### src/rtl/ura_register_bank_if.sv
// URA register-bank access bus: two combinational read ports and one write port.
// The master (decode/write-back side) drives URAs and write data; the bank answers reads.
interface ura_register_bank_if;
  logic [6:0]  ra_ura;
  logic [6:0]  rb_ura;
  logic [31:0] ra_data;
  logic [31:0] rb_data;
  logic        ra_invalid;
  logic        rb_invalid;
  logic        we;
  logic [6:0]  w_ura;
  logic [31:0] w_data;

  modport master (
    output ra_ura, rb_ura, we, w_ura, w_data,
    input  ra_data, rb_data, ra_invalid, rb_invalid
  );

  modport slave (
    input  ra_ura, rb_ura, we, w_ura, w_data,
    output ra_data, rb_data, ra_invalid, rb_invalid
  );
endinterface

### src/rtl/ura_register_bank.sv
// URA-addressed storage for GRF, CP0 SR/Cause/EPC/PRId and HI/LO, plus exception
// entry/return bookkeeping (EXL, EPC capture, Cause update) and interrupt request.
module ura_register_bank #(
  parameter logic [31:0] PRID   = 32'h2020_0052,
  parameter bit          BYPASS = 1'b1
) (
  input  logic                       clk,
  input  logic                       reset,
  ura_register_bank_if.slave         bus,
  input  logic [5:0]                 hw_int,
  input  logic                       exc_enter,
  input  logic [4:0]                 exc_code,
  input  logic                       exc_bd,
  input  logic [31:0]                exc_epc,
  input  logic                       eret,
  output logic                       int_req,
  output logic [31:0]                epc_out,
  output logic                       exl_out
);

  localparam logic [1:0] GrpGrf  = 2'b00;
  localparam logic [1:0] GrpCp0  = 2'b01;
  localparam logic [1:0] GrpMul  = 2'b10;

  localparam logic [4:0] Cp0Sr    = 5'd12;
  localparam logic [4:0] Cp0Cause = 5'd13;
  localparam logic [4:0] Cp0Epc   = 5'd14;
  localparam logic [4:0] Cp0Prid  = 5'd15;

  typedef struct packed {
    logic        invalid;
    logic [31:0] data;
  } rd_t;

  // Architectural state
  logic [31:0] grf_q [32];
  logic [31:0] hi_q, lo_q;
  logic [5:0]  sr_im_q, sr_im_d;
  logic        sr_exl_q, sr_exl_d;
  logic        sr_ie_q, sr_ie_d;
  logic        cause_bd_q, cause_bd_d;
  logic [5:0]  cause_ip_q, cause_ip_d;
  logic [4:0]  cause_exc_q, cause_exc_d;
  logic [31:0] epc_q, epc_d;

  logic grf_we, hi_we, lo_we, sr_we, epc_we;
  logic [31:0] sr_val, cause_val;
  rd_t rd_a, rd_b;

  assign sr_val    = {16'h0, sr_im_q, 8'h0, sr_exl_q, sr_ie_q};
  assign cause_val = {cause_bd_q, 15'h0, cause_ip_q, 3'h0, cause_exc_q, 2'b00};

  // Write decode; anything not listed (GRF 0, Cause, PRId, invalid URAs) is dropped.
  always_comb begin
    grf_we = 1'b0;
    hi_we  = 1'b0;
    lo_we  = 1'b0;
    sr_we  = 1'b0;
    epc_we = 1'b0;
    if (bus.we) begin
      unique case (bus.w_ura[6:5])
        GrpGrf: grf_we = (bus.w_ura[4:0] != 5'd0);
        GrpCp0: begin
          sr_we  = (bus.w_ura[4:0] == Cp0Sr);
          epc_we = (bus.w_ura[4:0] == Cp0Epc);
        end
        GrpMul: begin
          hi_we = (bus.w_ura[4:0] == 5'd0);
          lo_we = (bus.w_ura[4:0] == 5'd1);
        end
        default: ;
      endcase
    end
  end

  function automatic logic bypassable(input logic [6:0] ura);
    return ((ura[6:5] == GrpGrf) && (ura[4:0] != 5'd0)) ||
           ((ura[6:5] == GrpMul) && (ura[4:1] == 4'd0));
  endfunction

  function automatic rd_t read_ura(input logic [6:0] ura);
    rd_t r;
    r.invalid = 1'b0;
    r.data    = 32'h0;
    unique case (ura[6:5])
      GrpGrf: begin
        if (ura[4:0] != 5'd0) r.data = grf_q[ura[4:0]];
      end
      GrpCp0: begin
        case (ura[4:0])
          Cp0Sr:    r.data = sr_val;
          Cp0Cause: r.data = cause_val;
          Cp0Epc:   r.data = epc_q;
          Cp0Prid:  r.data = PRID;
          default:  r.invalid = 1'b1;
        endcase
      end
      GrpMul: begin
        case (ura[4:0])
          5'd0:    r.data = hi_q;
          5'd1:    r.data = lo_q;
          default: r.invalid = 1'b1;
        endcase
      end
      default: r.invalid = 1'b1;
    endcase
    // CP0 is excluded from forwarding so exception state is always seen as registered.
    if (BYPASS && bus.we && (ura == bus.w_ura) && bypassable(ura)) r.data = bus.w_data;
    return r;
  endfunction

  always_comb begin
    rd_a = read_ura(bus.ra_ura);
    rd_b = read_ura(bus.rb_ura);
  end

  assign bus.ra_data    = rd_a.data;
  assign bus.ra_invalid = rd_a.invalid;
  assign bus.rb_data    = rd_b.data;
  assign bus.rb_invalid = rd_b.invalid;

  // Priority on EXL: exception entry > eret > software write.
  always_comb begin
    sr_im_d  = sr_im_q;
    sr_ie_d  = sr_ie_q;
    sr_exl_d = sr_exl_q;
    if (sr_we && !exc_enter) begin
      sr_im_d  = bus.w_data[15:10];
      sr_ie_d  = bus.w_data[0];
      sr_exl_d = bus.w_data[1];
    end
    if (eret)      sr_exl_d = 1'b0;
    if (exc_enter) sr_exl_d = 1'b1;
  end

  always_comb begin
    epc_d       = epc_q;
    cause_bd_d  = cause_bd_q;
    cause_exc_d = cause_exc_q;
    cause_ip_d  = hw_int;
    if (epc_we) epc_d = bus.w_data;
    if (exc_enter) begin
      epc_d       = exc_epc;
      cause_bd_d  = exc_bd;
      cause_exc_d = exc_code;
    end
  end

  always_ff @(posedge clk or negedge reset) begin
    if (!reset) begin
      sr_im_q     <= '0;
      sr_ie_q     <= 1'b0;
      sr_exl_q    <= 1'b0;
      cause_bd_q  <= 1'b0;
      cause_ip_q  <= '0;
      cause_exc_q <= '0;
      epc_q       <= '0;
    end else begin
      sr_im_q     <= sr_im_d;
      sr_ie_q     <= sr_ie_d;
      sr_exl_q    <= sr_exl_d;
      cause_bd_q  <= cause_bd_d;
      cause_ip_q  <= cause_ip_d;
      cause_exc_q <= cause_exc_d;
      epc_q       <= epc_d;
    end
  end

  always_ff @(posedge clk or negedge reset) begin
    if (!reset) begin
      hi_q <= '0;
      lo_q <= '0;
    end else begin
      if (hi_we) hi_q <= bus.w_data;
      if (lo_we) lo_q <= bus.w_data;
    end
  end

  always_ff @(posedge clk or negedge reset) begin
    if (!reset) begin
      for (int i = 0; i < 32; i++) grf_q[i] <= '0;
    end else if (grf_we) begin
      grf_q[bus.w_ura[4:0]] <= bus.w_data;
    end
  end

  assign int_req = sr_ie_q & ~sr_exl_q & |(cause_ip_q & sr_im_q);
  assign epc_out = epc_q;
  assign exl_out = sr_exl_q;

endmodule

### src/flat_wrapper.sv
// flat-port wrapper written by rule: the top's interface ports become plain ports
module ura_register_bank_flat 
#(
  parameter logic [31:0] PRID   = 32'h2020_0052,
  parameter bit          BYPASS = 1'b1
)
  (clk, reset, hw_int, exc_enter, exc_code, exc_bd, exc_epc, eret, int_req, epc_out, exl_out, bus_ra_ura, bus_rb_ura, bus_we, bus_w_ura, bus_w_data, bus_ra_data, bus_rb_data, bus_ra_invalid, bus_rb_invalid);
  ura_register_bank_if bus_i ();
  input  logic clk;
  input  logic reset;
  input  logic [5:0] hw_int;
  input  logic exc_enter;
  input  logic [4:0] exc_code;
  input  logic exc_bd;
  input  logic [31:0] exc_epc;
  input  logic eret;
  output logic int_req;
  output logic [31:0] epc_out;
  output logic exl_out;
  input wire logic [$bits(bus_i.ra_ura)-1:0] bus_ra_ura;
  input wire logic [$bits(bus_i.rb_ura)-1:0] bus_rb_ura;
  input wire logic [$bits(bus_i.we)-1:0] bus_we;
  input wire logic [$bits(bus_i.w_ura)-1:0] bus_w_ura;
  input wire logic [$bits(bus_i.w_data)-1:0] bus_w_data;
  output wire logic [$bits(bus_i.ra_data)-1:0] bus_ra_data;
  output wire logic [$bits(bus_i.rb_data)-1:0] bus_rb_data;
  output wire logic [$bits(bus_i.ra_invalid)-1:0] bus_ra_invalid;
  output wire logic [$bits(bus_i.rb_invalid)-1:0] bus_rb_invalid;
  assign bus_i.ra_ura = bus_ra_ura;
  assign bus_i.rb_ura = bus_rb_ura;
  assign bus_i.we = bus_we;
  assign bus_i.w_ura = bus_w_ura;
  assign bus_i.w_data = bus_w_data;
  assign bus_ra_data = bus_i.ra_data;
  assign bus_rb_data = bus_i.rb_data;
  assign bus_ra_invalid = bus_i.ra_invalid;
  assign bus_rb_invalid = bus_i.rb_invalid;
  ura_register_bank #(.PRID(PRID), .BYPASS(BYPASS)) u_core (.clk(clk), .reset(reset), .bus(bus_i), .hw_int(hw_int), .exc_enter(exc_enter), .exc_code(exc_code), .exc_bd(exc_bd), .exc_epc(exc_epc), .eret(eret), .int_req(int_req), .epc_out(epc_out), .exl_out(exl_out));
endmodule
### config.mk
export PLATFORM = sky130hd
export DESIGN_NAME = ura_register_bank_flat
export DESIGN_NICKNAME = d
export VERILOG_FILES = /design/src/rtl/ura_register_bank_if.sv /design/src/rtl/ura_register_bank.sv /design/src/flat_wrapper.sv
export SDC_FILE = /design/constraint.sdc
export NUM_CORES = 2
export LEC_CHECK = 0
export CAP_MARGIN = 20
export CORE_ASPECT_RATIO = 1.2
export CORE_MARGIN = 2
export CORE_UTILIZATION = 60
export CTS_CLUSTER_SIZE = 28
export DETAILED_ROUTE_END_ITERATION = 8
export MAX_ROUTING_LAYER = met4
export PLACE_DENSITY_LB_ADDON = 0.08
export SLEW_MARGIN = 20
export SYNTH_ARGS = -nofsm -noshare
export SYNTH_HDL_FRONTEND = slang
export SYNTH_SLANG_ARGS = --single-unit
### constraint.sdc
create_clock -name clk -period 5.3 [get_ports clk]
set_input_delay 0.53 -clock clk [delete_from_list [all_inputs] [get_ports clk]]
set_output_delay 0.53 -clock clk [all_outputs]
set_load 0.01 [all_outputs]
==> run_results.csv <==
group,metric,value,unit
die,ioPinCount,202,
sta,hold_violations,0,
sta,maxSlewHeadroom,25.3,%
logic_synthesis,synth_area,61800,sq um
setup_path,worst-endpoint-required,4.77,ns
setup_path,worstSetupStartpointType,"input port",
logic_synthesis,yosys.area_share.simple,2.38,%
cells_and_area,syn2layout_area_growth,12.4,%
sta,holdWs,0.257,ns
logic_synthesis,synth_edf_count,0,
sta,max_slew.worst_pin.slew,1.12,ns
global_route,met1_usage,53.8,%
sta,fin_crit_sh,90.7,%
logic_synthesis,synthXorXnorAreaFrac,0.198,%
clock_tree,cts_htree_levels,3,
die,core_area,103000,sq um
placement,port-buffer-count,201,
detailed_routing,drc,0,
sta,period_needed,4.81,ns
logic_synthesis,synth_area_per_cell,14.0,sq um
clock_tree,cts_resized,0,
worst_hold_path,hold_class,"in -> reg",
worst_hold_path,hold_start,"hw_int[5]",
sta,setup_tns,0,ns
logic_synthesis,yosys.area.top_type,"dfrtp_1",
power_and_ir_drop,ir_drop,0.244,mV
clock_tree,hold_buffers,1,
outcome,status,"completed",
setup_path,rrSetupSlack,4.31,ns
clock_tree,cts_tree,"built",
logic_synthesis,synth_top_area_share,46.1,%
setup_path,rr_startpoint,"u_core.epc_out[15]$_DFFE_PN0P_",
setup_path,crit_path_end_kind,"output pin",
sta,slew_violations,0,
placement,hpwlAfterDp,132000,um
clock_tree,cts-root-buf,"clkbuf_16",
cells_and_area,regArea,28500,sq um
global_route,antenna_found_initial,10,
placement,dpl_cell_area,65400,sq um
logic_synthesis,syn_inst,4412,
logic_synthesis,ys_seq_area_share,46.1,%
logic_synthesis,ys_warn_count,0,
clock_tree,cts_made_buffers,118,
clock_tree,clk_path_buf_depth,3,
sta,rsz0062_at_grt,"no",
setup_path,worst-path-max-fanout,16,
setup_path,worstRegToRegCells,2,
die,fp-row-count,129,
cells_and_area,drive_gt1_share,43.7,%
setup_path,critPathArrivalTime,4.28,ns
sta,fin_skew,0,ns
logic_synthesis,ys_ff_latch,1140,
cells_and_area,multi_input_area,31000,sq um
global_route,grt_usage,40.8,%
global_route,grt_pass1_vias,43200,
die,start_util,60.2,%
detailed_routing,wire_per_inst,35.3,um
detailed_routing,final_antenna_net_count,0,
placement,gp_congestion,0.945,
global_route,grt.met2_usage,59.7,%
power_and_ir_drop,powerDensity,313,nW/um^2
setup_path,endpoint,"bus_rb_data[25]",
logic_synthesis,synth_top_family_by_area,"multiplexers",
logic_synthesis,muxShareOfSynthArea,39.5,%
detailed_routing,dr.pass1.iters,8,
cells_and_area,nFillCells,7500,
clock_tree,clk_pin_slew_worst_paths,0.06,ns
logic_synthesis,synth-adder-area-share,0,%
clock_tree,cts_num_sinks,1140,
global_route,grt-busiest-layer,"met2",
cells_and_area,layout_common_cells,"1,140 x dfrtp_1, 1,088 x mux2_2, 389 x mux4_2, 287 x mux2i_1, 193 x buf_4",
detailed_routing,route.vias.total,43200,
global_route,grt_max_degree,156,
global_route,overflow,0,
power_and_ir_drop,p_leak,31.4,nW
global_route,grt_pass1_wl,304000,um
setup_path,cp-startpoint,"bus_rb_ura[2]",
clock_tree,post_cts.repair.setup_buffers,0,
logic_synthesis,synthArstFlopShare,100,%
logic_synthesis,synth_compound_area_share,7.65,%
sta,timing.fmax,208,MHz
die,die-height,356,um
sta,setup_viol,0,
logic_synthesis,synth.distinct_cells,69,
logic_synthesis,ys.flop_type,"dfrtp_1",
clock_tree,clkLatencyLatePin,0.71,ns
die,die_w,297,um
cells_and_area,final_common_cell,"dfrtp_1",
job,drv_cap,0,
placement,pre_cts_slack,0.675,ns
die,dieArea,106000,sq um
setup_path,crit_type,"in -> out",
cells_and_area,final_nets,4527,
global_route,met3_usage,9.57,%
cells_and_area,final_area,69500,sq um
logic_synthesis,syn_nets,4514,
detailed_routing,initialDrtViolationCount,5109,
setup_path,rr_endpoint,"u_core.epc_out[15]$_DFFE_PN0P_",
detailed_routing,drt_wl_total,209000,um
detailed_routing,via_per_inst,7.31,
logic_synthesis,synth_area_leaders,"dfrtp_1 46%, mux2_2 20%, mux4_2 14%",
sta,fin_ws,0.491,ns
sequential cells by signal, summed over array words and instances, names as in the netlist:
register / count
u_core.grf_q: 1024
u_core.epc_out: 32
u_core.hi_q: 32
u_core.lo_q: 32
u_core.cause_ip_q: 6
u_core.sr_im_q: 6
u_core.cause_exc_q: 5
u_core.cause_bd_q: 1
u_core.exl_out: 1
u_core.sr_ie_q: 1
through the flow:
stage / utilization [%] / total power, mW / cells
2_1_floorplan: - / 11.9 / 4412
3_3_place_gp: 63.7 / 12.9 / 5679
3_5_place_dp: 63.7 / 13.0 / 5679
4_1_cts: 67.7 / 21.8 / 5902
5_1_grt: 67.7 / 22.4 / 5910
6_report: 67.7 / 21.7 / 5911
area by class of cell:
| type | instances | area share [%] |
|---|---|---|
| sequential | 1140 | 41.0 |
| antenna | 9 | 0.0324 |
| tap | 1375 | 2.48 |
| multi-input combinational | 2734 | 44.6 |
| inverter | 8 | 0.0432 |
| clock buffer | 181 | 5.21 |
| clock inverter | 41 | 0.702 |
| timing repair buffer | 423 | 5.85 |
logic make-up after synthesis:
group	count (synthesis)
mux	1811
simple gates	293
flops	1140
buf+inv	538
xor+xnor	14
compound gates	616
metal layers:
metal  part of all wire [%]  vias to the layer above  routed length (um)
met5                      0                        -                   0
met2                     45                     2611               94700
met3                     11                      616               22400
li1                       -                    17100                   -
met4                    5.5                        0               11500
met1                     38                    22900               80200
critical path, cell delays in order:
cell and delay [ns]:
clkdlybuf4s50_1 0.77, buf_4 0.37, nor2b_4 0.49, buf_4 0.37, nand2_1 0.09, and3_1 0.19
a211oi_1 0.66, a221o_1 0.24, clkdlybuf4s50_1 0.56
synth_stat cells (all sizes together) (5+ instances only):
cell type and number:
o21ai 39, nor2b 13, nand3 16, buf 248
a2bb2oi 22, nand2b 9, a221o 62, a221oi 36
nand2 109, a31oi 16, mux2 1135, nand4 14
o22ai 41, mux4 389, clkbuf 282, xnor2 14
a211oi 98, nand3b 10, inv 8, o211ai 5
o221ai 57, o2bb2ai 22, and2 5, nor3 10
nor2 60, or3 5, dfrtp 1140, and3 23
a22oi 89, a22o 45, mux2i 287, a21oi 61
report_power, final:
| group | switching (mW) | total [mW] | internal (mW) |
|---|---|---|---|
| clock | 3.63 | 8.80 | 5.17 |
| sequential | 0.539 | 9.94 | 9.40 |
| combinational | 1.50 | 3.01 | 1.51 |
how the worst min path moves through the flow:
stage / end / slack [ns] / cells past startpoint
finish: u_core.cause_ip_q[5]$_DFF_PN0_ / 0.26 / 1
global placement: u_core.grf_q[1014]$_DFFE_PN0P_ / 0.38 / 0
floorplan: u_core.cause_bd_q$_DFFE_PN0P_ / 0.23 / 0
detailed placement: u_core.grf_q[992]$_DFFE_PN0P_ / 0.38 / 0
CTS: u_core.cause_ip_q[5]$_DFF_PN0_ / 0.23 / 1
global route: u_core.cause_ip_q[5]$_DFF_PN0_ / 0.25 / 1
No activity file was read; power rests on OpenSTA's default activity.
